### config.mk
export PLATFORM = sky130hd
export DESIGN_NAME = snake_food_collide
export DESIGN_NICKNAME = d
export VERILOG_FILES = /design/src/rtl/snake_pkg.sv /design/src/rtl/snake_food_collide_lfsr.sv /design/src/rtl/snake_food_collide.sv
export SDC_FILE = /design/constraint.sdc
export NUM_CORES = 1
export LEC_CHECK = 0
export CORE_ASPECT_RATIO = 0.7
export CORE_UTILIZATION = 45
export DETAILED_ROUTE_END_ITERATION = 8
export PLACE_DENSITY_LB_ADDON = 0.08
export RECOVER_POWER = 100
export SLEW_MARGIN = 10
export SYNTH_ARGS = -nofsm -noshare
export SYNTH_HDL_FRONTEND = slang
export SYNTH_HIERARCHICAL = 1
export SYNTH_SLANG_ARGS = --single-unit
export TNS_END_PERCENT = 30
### constraint.sdc
create_clock -name clk -period 9.01 [get_ports clk]
set_clock_uncertainty 0.15 [all_clocks]
set_input_delay 1.802 -clock clk [delete_from_list [all_inputs] [get_ports clk]]
set_output_delay 1.802 -clock clk [all_outputs]
set_load 0.01 [all_outputs]
### src/rtl/snake_pkg.sv
// Shared types and constants for the snake food/collision stage.
// Cells are {y[3:0], x[3:0]} on a 16x16 grid.
package snake_pkg;
    localparam int GRID_BITS = 4;
    localparam int SEG_W     = 2 * GRID_BITS;
    localparam int SEGS      = 25;
    localparam int MAX_TRIES = 255;

    typedef logic [SEG_W-1:0] cell_t;

    localparam cell_t FOOD_INIT = 8'h88;
    localparam cell_t LFSR_SEED = 8'hA5;

    typedef enum logic [2:0] {IDLE, EATCHK, SCAN, PLACE, DEAD} state_t;
endpackage

### src/rtl/snake_food_collide_lfsr.sv
// 8-bit Fibonacci LFSR, x^8+x^6+x^5+x^4+1, shifting left with the feedback bit into bit 0.
module snake_lfsr8
    import snake_pkg::*;
(
    input  logic  clk,
    input  logic  start,
    input  logic  step,
    output cell_t q
);
    always_ff @(posedge clk) begin
        if (start) begin
            q <= LFSR_SEED;
        end else if (step) begin
            q <= {q[6:0], q[7] ^ q[5] ^ q[4] ^ q[3]};
        end
    end
endmodule

### src/rtl/snake_food_collide.sv
// Per-tick head check against food and body, sticky game-over, and food relocation
// to an unoccupied cell. update is a single-cycle strobe accepted only in IDLE.
module snake_food_collide
    import snake_pkg::*;
(
    input  logic                  clk,
    input  logic                  start,
    input  logic                  update,
    input  logic [39:0]           head,
    input  logic [SEGS*SEG_W-1:0] body,
    input  logic [4:0]            body_len,
    output logic                  grow,
    output logic                  game_over,
    output cell_t                 food_pos,
    output logic [7:0]            score,
    output logic                  busy
);
    state_t     state, state_n;
    cell_t      head_q;
    cell_t      segs_q [SEGS];
    logic [4:0] len_q, idx, idx_n, sel_idx;
    logic [7:0] tries, tries_n, score_n;
    logic       eat_q, eat_n, go_n, step, cap, done;
    cell_t      food_n, cand, probe;
    logic       unused_head;

    assign unused_head = ^head[39:8];

    snake_lfsr8 u_lfsr (
        .clk   (clk),
        .start (start),
        .step  (step),
        .q     (cand)
    );

    // In PLACE, idx 0 probes the head and idx k probes segment k-1.
    always_comb begin
        sel_idx = idx;
        if (state == PLACE && idx != 5'd0) sel_idx = idx - 5'd1;
        probe = (state == PLACE && idx == 5'd0) ? head_q : segs_q[sel_idx];
    end

    always_comb begin
        state_n = state;
        idx_n   = idx;
        tries_n = tries;
        eat_n   = eat_q;
        food_n  = food_pos;
        score_n = score;
        go_n    = game_over;
        step    = 1'b0;
        cap     = 1'b0;
        grow    = 1'b0;
        done    = 1'b0;
        case (state)
            IDLE: begin
                if (update) begin
                    cap     = 1'b1;
                    state_n = EATCHK;
                end
            end
            EATCHK: begin
                eat_n   = (head_q == food_pos);
                idx_n   = 5'd0;
                state_n = SCAN;
            end
            SCAN: begin
                if (len_q != 5'd0 && probe == head_q) begin
                    go_n    = 1'b1;
                    state_n = DEAD;
                end else if (len_q == 5'd0 || idx == len_q - 5'd1) begin
                    idx_n = 5'd0;
                    if (eat_q) begin
                        step    = 1'b1;
                        tries_n = 8'd0;
                        state_n = PLACE;
                    end else begin
                        state_n = IDLE;
                    end
                end else begin
                    idx_n = idx + 5'd1;
                end
            end
            PLACE: begin
                if (probe == cand) begin
                    if (tries == 8'(MAX_TRIES - 1)) begin
                        done = 1'b1;
                    end else begin
                        tries_n = tries + 8'd1;
                        step    = 1'b1;
                        idx_n   = 5'd0;
                    end
                end else if (idx == len_q) begin
                    food_n = cand;
                    done   = 1'b1;
                end else begin
                    idx_n = idx + 5'd1;
                end
                if (done) begin
                    grow    = 1'b1;
                    score_n = (score == 8'hFF) ? score : score + 8'd1;
                    idx_n   = 5'd0;
                    state_n = IDLE;
                end
            end
            DEAD: state_n = DEAD;
            default: state_n = IDLE;
        endcase
    end

    always_ff @(posedge clk) begin
        if (start) begin
            state     <= IDLE;
            food_pos  <= FOOD_INIT;
            score     <= 8'd0;
            game_over <= 1'b0;
            idx       <= 5'd0;
            tries     <= 8'd0;
            eat_q     <= 1'b0;
            head_q    <= '0;
            len_q     <= 5'd0;
        end else begin
            state     <= state_n;
            food_pos  <= food_n;
            score     <= score_n;
            game_over <= go_n;
            idx       <= idx_n;
            tries     <= tries_n;
            eat_q     <= eat_n;
            if (cap) begin
                head_q <= head[SEG_W-1:0];
                len_q  <= (body_len > 5'(SEGS)) ? 5'(SEGS) : body_len;
            end
        end
    end

    always_ff @(posedge clk) begin
        if (cap) begin
            for (int k = 0; k < SEGS; k++) segs_q[k] <= body[k*SEG_W +: SEG_W];
        end
    end

    assign busy = (state != IDLE) && (state != DEAD);
endmodule
* Yosys cells after proc, flatten, opt, wreduce, memory -nomap -nowiden
Memory sizes are Yosys's and may differ from the RTL's.
Cells that the tools add are included.
** Storage, ports and cells
- Bits in registers :: 55
- RAM bits :: 200
- Output and inout bits :: 19
- Word-level logic and storage cells :: 101
- Memories :: 1
** Memory list
- segs_q :: depth 25, bits a word 8, rd ports 1, clocked after memory_dff 0, write ports 25, RTL line snake_food_collide.sv:20 : cell_t segs_q [SEGS];
** Cells by class
- Add/sub/neg operators :: 5
- $lt $le $gt $ge :: 1
- Eq/ne operators :: 22
- Mux-type cells :: 38
- Bitwise logic cells :: 5
- Reductions and logical operators :: 19
** Operators by type and width (count)
- two-way mux 8 bit :: 6
- two-way mux 5 bit :: 8
- equality test 8 bit :: 3
- adder 8 x 1 -> 8 bit (second input constant) :: 2
- equality test 8 bit (second input constant) :: 2
- one-hot mux 8 bit (2 select lines) :: 1
- two-way mux 1 bit :: 15
- one-hot mux 3 bit (5 select lines) :: 1
- one-hot mux 5 bit (3 select lines) :: 1
- two-way mux 3 bit :: 4
- equality test 5 bit :: 2
- logical NOT 5 bit :: 2
- inequality test 2 bit (second input constant) :: 5
- nonzero test 5 bit :: 2
- subtractor 5 x 1 -> 5 bit (second input constant) :: 2
- AND reduction 3 bit :: 3
- inequality test 4 x 3 -> 1 bit (second input constant) :: 2
- equality test 3 x 2 -> 1 bit (second input constant) :: 2
- inequality test 3 bit (second input constant) :: 2
- AND reduction 6 bit :: 1
- nonzero test 3 bit :: 2
- adder 5 x 1 -> 5 bit (second input constant) :: 1
- greater-than comparator 5 bit (second input constant) :: 1
- logical AND 1 bit :: 4
- 12 further kinds :: 16

* Longest topological paths before layout
An unclocked memory read counts as a cell.
- Depth in word-level cells :: 10
- Depth in mapped cells :: 22

* Cells and area by module
Netlist, hierarchy kept.
** Modules (own cells, without submodules)
- snake_food_collide :: instances 1, cells an instance 1049, area each 12991.2 um2
- snake_lfsr8 :: instances 1, cells an instance 29, area each 302.8 um2

* Worst setup path after synthesis
OpenSTA, ideal clock, no wires.
- Path type :: input port to flip-flop
- From :: input port update
- To :: memory segs_q[0][0] in the netlist's numbering (enable)
- Library setup time :: 644 ps
- Arrival time :: 7650 ps
- Data required time :: 8216 ps
- Setup slack :: 566 ps
- Cell stages on the path :: 3
- Path buffers :: 1
- Cell sequence :: nand3b_1 inv_1 clkbuf_1
** RTL lines
- start, declared :: RTL line snake_food_collide.sv:8 : input logic update,
- end, declared :: RTL line snake_food_collide.sv:20

* Worst setup path in the final report
- From :: register idx[0]
- To :: output port grow
** Between the ends
- Cells in the longest elaborated chain, start to end :: 10
- Elaborated cells between the ends (all ways) :: 15
** Ends and longest elaborated chain
- start, declared :: RTL line snake_food_collide.sv:21 : logic [4:0] len_q, idx, idx_n, sel_idx;
- start signal, assigned :: RTL line snake_food_collide.sv:127 : idx <= idx_n;
- branches (longest 6 deep; another with memory read (25 x 8 bit))
- two-way mux 1 bit (*) :: RTL line snake_food_collide.sv:85 : if (probe == cand) begin
- two-way mux 1 bit (*) :: RTL line snake_food_collide.sv:55 : case (state)
- two-way mux 1 bit (*) :: RTL line snake_food_collide.sv:99 : if (done) begin
- two-way mux 1 bit (*) :: RTL line snake_food_collide.sv:55
- end, declared :: RTL line snake_food_collide.sv:12 : output logic grow,
Every way passes the cells marked *. The select of a mux whose other input is x is not followed.

==> reports/qor.txt <==
CP Launch Point - idx[0]$_SDFFE_PP0P_
fin worst setup slack - 0.848 ns
top cells by area, synth - edfxtp_1 45%, mux4_2 11%, dfxtp_1 8.3%
Port Buffer Count - 234
Max-slew headroom - -100%
H-tree levels - 1
Layout Nets - 1,534
Slowest Stage Delay on Critical Path - 0.64 ns
Setup CP Type - reg2out
Clk Latency, worst-skew pair - 0.56 ns
Final Slew Violations - 261
routability cong. - 0.902
HPWL after detailed placement - 26,400 um
GR Util All Layers - 25.3%
reg-to-reg setup timing slack - 2.36 ns
top cell type's share of synthesized area - 45.2%
first-pass GRT wire length - 58,700 um
Routed Antenna Nets - 0
DRC - 0
core area - 29,000 um2
Achievable Freq - 123 MHz
clk slew on worst S/H paths - 0.06 ns
Cells after Synth - 1,078
Max VDD drop - 0.143 mV
dpl ws - 1.76 ns
total CTS buffers - 26
total wire length - 38,400 um
Post-Synth Simple-Gate Area - 11.0%
Post-CTS Hold Buffers - 0
initial antenna violation count - 7
Crit path required time - 7.06 ns
Leak - 5.65 nW
Synth Cell Area - 13,300 um2
Ys Warns - 6
count of final hold-check violations - 0
Seq/Total Area, Yosys - 53.5%
Crit path max-delay family - buffers and inverters
mux cell area share after synthesis - 16.5%
WP depth - 17
XOR/XNOR share of the synthesized area - 2.31%
Reg-to-Reg Start - idx[0]$_SDFFE_PP0P_
largest net degree at the start of global routing - 150
most frequent cell after synthesis - edfxtp_1
syn avg cell area - 12.3 um2
compound-gate portion of the synthesized area - 12.9%
crit path to - grow
initial DRC count - 1,191
cts repair resizes - 0
failing checks - capacitance limit, slew limit
net count after synthesis - 1,332
Setup crit start kind - flip-flop
Slew @ Worst Pin - 3.00 ns
clock sink total - 255
1st-pass router iterations - 6
RSZ-0062 raised after global routing - no
Layout Cells excl Fill - 1,679
Max-cap violations - 3
detailed-route vias per instance - 6.10
worst hold path type - reg2reg
detailed-route via count - 10,200
#FFs+latches synth - 255
Die H - 146 um
Post-CTS Setup Inserts - 0
vias in the first global route - 9,830
main flop type after synthesis - edfxtp_1
CTS tree - yes
Crit path arrival time - 6.21 ns
Die Wd - 207 um
final setup violation count - 0
Buf+Inv Stages, Crit Path - 5
crit path cell chain - clkinv_1, ha_4, nor4b_1, buf_4, nor2_1, buf_4, mux2i_1, o211ai_1, a32oi_1, nor2_1, xnor2_1, a2111o_1, nor3_1, mux2i_1, buf_4, nor2_1, dlygate4sd3_1
PwrDens - 169 nW/um2
top post-synthesis cells by count - 200 x edfxtp_1, 79 x nand2_1, 65 x mux4_2
Netlist cell types - 78
Sum Neg Setup Slack - 0 ns
Worst Path Max Fanout - 20
global route overflow - 0
Worst Setup End Kind - primary output
largest family of logic cells by synthesized area - multiplexers
final period utilization - 90.6%
wire length per cell - 22.9 um
Crit-path slowest cell - dlygate4sd3_1
# rows - 52
Clock Path Buffers - 3
status - finished with violations
synthesized-area fraction occupied by adder cells - 0.565%
Post-synth EDFFs - 200
ratio of cells with drive above 1 in the final layout - 11.4%
DP Cell Count - 1,630
Syn-to-layout area delta - 25.9%
die area - 30,200 um2
CTS Root Cell - clkbuf_16
Final Util - 57.8%
crit path time final - 8.16 ns
largest area contributor in the netlist - edfxtp_1
r2r endpoint - u_lfsr/q[6]$_SDFFE_PP0P_
Top Ports - 267
ys async rst share - 0%
worst-case reg-to-reg path depth - 17
initial core utilization - 45.9%
## through the flow
stage               hold slack, ns  cell area (um2)  total power, W
floorplan                    0.304            13300         0.00161
global placement             0.288            15900         0.00176
detailed placement           0.297            15900         0.00176
CTS                          0.307            16800         0.00285
global route                 0.333            16700         0.00292
finish                       0.295            16700         0.00282
## sequential cells by signal (all words and copies together), names as in the netlist
signal     count
idx            5
score          8
state          3
tries          8
head_q         8
len_q          5
food_pos       8
segs_q       200
u_lfsr/q       8
eat_q          1
game_over      1
## worst register-to-register path, delay by kind of cell, from the launching register on
kind	cells	cell delay, ns
xor gates and xnor gates	1	0.14
adders and majority gates	1	0.44
buffers and inverters	3	1.04
DFF	1	0.38
muxes	2	0.54
AOI/OAI and AO/OA	3	0.97
and+or+nand+nor	7	2.80
## worst min path at each step
stage                            from                     end  slack, ns  cells after the start
6_report       game_over$_SDFFE_PP0P_  game_over$_SDFFE_PP0P_       0.30                      2
5_1_grt        game_over$_SDFFE_PP0P_  game_over$_SDFFE_PP0P_       0.33                      2
4_1_cts        game_over$_SDFFE_PP0P_  game_over$_SDFFE_PP0P_       0.31                      2
3_5_place_dp   game_over$_SDFFE_PP0P_  game_over$_SDFFE_PP0P_       0.30                      2
3_3_place_gp   game_over$_SDFFE_PP0P_  game_over$_SDFFE_PP0P_       0.29                      2
2_1_floorplan   tries[7]$_SDFFE_PP0P_   tries[7]$_SDFFE_PP0P_       0.30                      2
## kinds of logic after synthesis
kind of cell | count (synthesis)
multiplexers | 135
XOR/XNOR | 35
AND/OR/NAND/NOR | 290
flip-flops | 255
AO/OA/AOI/OAI | 256
buffers and inverters | 101
adder cells (fa/ha/maj) | 6
## layout make-up
| cell class | count | area (um2) |
|---|---|---|
| inverter | 25 | 97.6 |
| sequential | 255 | 7110 |
| fill | 2395 | 12200 |
| timing repair buffer | 250 | 2470 |
| clock buffer | 31 | 689 |
| multi-input combinational | 722 | 5740 |
| tap | 378 | 473 |
| antenna | 3 | 7.51 |
| clock inverter | 15 | 153 |
## per-layer routing
metal	vias up	share of wire [%]	wire [um]	track usage, %
li1	4644	-	-	-
met5	-	0.12	46	0
met1	5044	46	17800	38.6
met4	8	1.6	632	5.41
met2	477	42	16300	36.0
met3	61	9.5	3640	6.24
## power breakdown
group / internal (W) / leakage [nW] / switching, W
Sequential: 0.00137 / 2.36 / 0.0000454
Clock: 0.000628 / 0.414 / 0.000468
Combinational: 0.000157 / 2.88 / 0.000152
Total: 0.00216 / 5.65 / 0.000665
## cell usage in the layout, fill, tap and decap left out, drive strengths merged, types with 14 or more instances in the layout
cell type    synthesis  final
a211oi              14     14
a21oi               52     52
buf                 42     14
clkbuf              34     33
dfxtp               55     55
dlygate4sd3          0    221
edfxtp             200    200
inv                 24     23
mux2                19     19
mux2i               51     51
mux4                65     65
nand2               80     80
nand3               40     40
nor2                57     57
nor3                22     22
o211ai              16     16
o21ai               57     57
xnor2               18     18
xor2                17     17
Power figures use the tool's default switching activity.
==> patch, RTL diff (same flow settings) <==
Put one more register stage on the output `food_pos`. The value now appears one clock later. The other outputs are not delayed to match.
--- a/src/rtl/snake_food_collide.sv
+++ b/src/rtl/snake_food_collide.sv
@@ -17,2 +17,4 @@
 );
+
+    cell_t food_pos_s0;
     state_t     state, state_n;
@@ -47,3 +49,3 @@
         eat_n   = eat_q;
-        food_n  = food_pos;
+        food_n  = food_pos_s0;
         score_n = score;
@@ -62,3 +64,3 @@
             EATCHK: begin
-                eat_n   = (head_q == food_pos);
+                eat_n   = (head_q == food_pos_s0);
                 idx_n   = 5'd0;
@@ -113,3 +115,3 @@
             state     <= IDLE;
-            food_pos  <= FOOD_INIT;
+            food_pos_s0 <= FOOD_INIT;
             score     <= 8'd0;
@@ -123,3 +125,3 @@
             state     <= state_n;
-            food_pos  <= food_n;
+            food_pos_s0 <= food_n;
             score     <= score_n;
@@ -143,2 +145,6 @@
     assign busy = (state != IDLE) && (state != DEAD);
+    always_ff @(posedge clk) begin
+        food_pos <= food_pos_s0;
+    end
+
 endmodule
Formal check against the unedited RTL: not equivalent (Yosys sat finds a counterexample within 4 cycles, from zero or initial values).
==> patch against the unedited design <==
The flow still finishes with violations (capacitance limit, slew limit). Via count increased by 3.8%. Final area increased by 0.95%. Sequential cell count rose by 8. Non-clock buffer count rose by 12. Wire length up 8.0%. Total power is 2.2% higher. Area after synthesis up 1.3%. Worst setup slack worse by 0.45 ns. Synthesized cell count grew 3.2%. Critical path type unchanged.
==> patch: results <==
grt:
  grt_max_degree: 160
  grt_usage_pct: 26.7
  antenna_found_initial: 1
  grt_first_pass_wirelength_um: 61900
run_status:
  violations: "capacitance limit, slew limit"
  outcome: "finished, violations left"
pwr:
  internal_power_mw: 2.18
  ir_drop_uv: 117
  p_leak_nw: 5.72
cells_and_area:
  drive_above_1_share_pct: 12.1
  antenna_cells: 0
  nFillCells: 2410
logic_synthesis:
  seq_area_frac_synth_pct: 53.9
  synth_cell_type_count: 98
  synthTopCellsByCount: "edfxtp_1 (200), nand2_1 (80), nor2_1 (68), o21ai_0 (67), a21oi_1 (66)"
  synthAdderAreaFrac_pct: 0.557
  syn_area_per_cell_um2: 12.1
  synth_compound_area_share_pct: 15.5
routing:
  wl_met2_um: 17000
  wl_met1_um: 19100
  wl_per_cell_um: 24.0
  first_iter_violations: 1155
  vias: 10618
worst_setup_path:
  crit_family: "compound AO/OA/AOI/OAI gates"
  worstPathMaxFanout: 27
  r2r_cells: 16
  crit_path_max_incr_delay_ns: 1.02
place:
  place_ws_ns: 1.56
  routabilityCongestion: 0.890
job:
  drv_cap: 2
worst_hold_path:
  whs_endpoint: "food_pos[7]"
  hold_depth: 0
timing:
  finalMaxSlewViolations: 219
-- patch: cell types whose count changed after synthesis, moves of 11 or more --
cell     delta
nor2_1     +11
o21ai_0    +13
buf_2      +11
mux4_2     -21
a21oi_1    +14
-- patch: metal layers --
| layer | up-vias | global-route usage, % |
|---|---|---|
| li1 | 4787 | - |
| met1 | 5160 | 40.7 |
| met2 | 598 | 37.4 |
| met3 | 71 | 7.03 |
| met4 | 2 | 7.02 |
| met5 | - | 0 |
-- patch: power by group through the flow --
| stage | Clock, mW | Sequential [mW] | Combinational, mW |
|---|---|---|---|
| after global placement | 0 | 1.47 | 0.376 |
| after CTS | 1.09 | 1.44 | 0.381 |
| after detailed placement | 0 | 1.47 | 0.378 |
| after global routing | 1.13 | 1.46 | 0.389 |
| final | 1.07 | 1.46 | 0.363 |
| after floorplan | 0 | 1.46 | 0.217 |
-- patch: cell type report --
class                   instances  area [um^2]  share of cell area (%)
flip-flops and latches        263         7270                    43.0
multi-input cells             748         5690                    33.7
repair buffers                262         2550                    15.1
clock buffers                  40          744                    4.41
well taps                     378          473                    2.80
inverters                      27          103                   0.607
clock inverters                 8         66.3                   0.392
-- patch: how the worst max path moves through the flow --
stage	depth (start not counted)	start	slack, ns	endpoint
final	14	idx[0]	0.40	grow
after global placement	15	idx[0]	1.57	grow
after floorplan	3	update	0.57	segs_q[0][0]
after detailed placement	15	idx[0]	1.56	grow
after CTS	15	idx[0]	0.96	grow
after global routing	7	update	0.30	len_q[4]
-- patch: cell families (layout without fill, tap and decap cells) --
group,count (synthesis),count (layout)
flops,263,263
buf+inv,102,337
xor+xnor,22,22
fa+ha+maj,6,6
simple gates,286,286
mux,130,130
compound gates,304,304
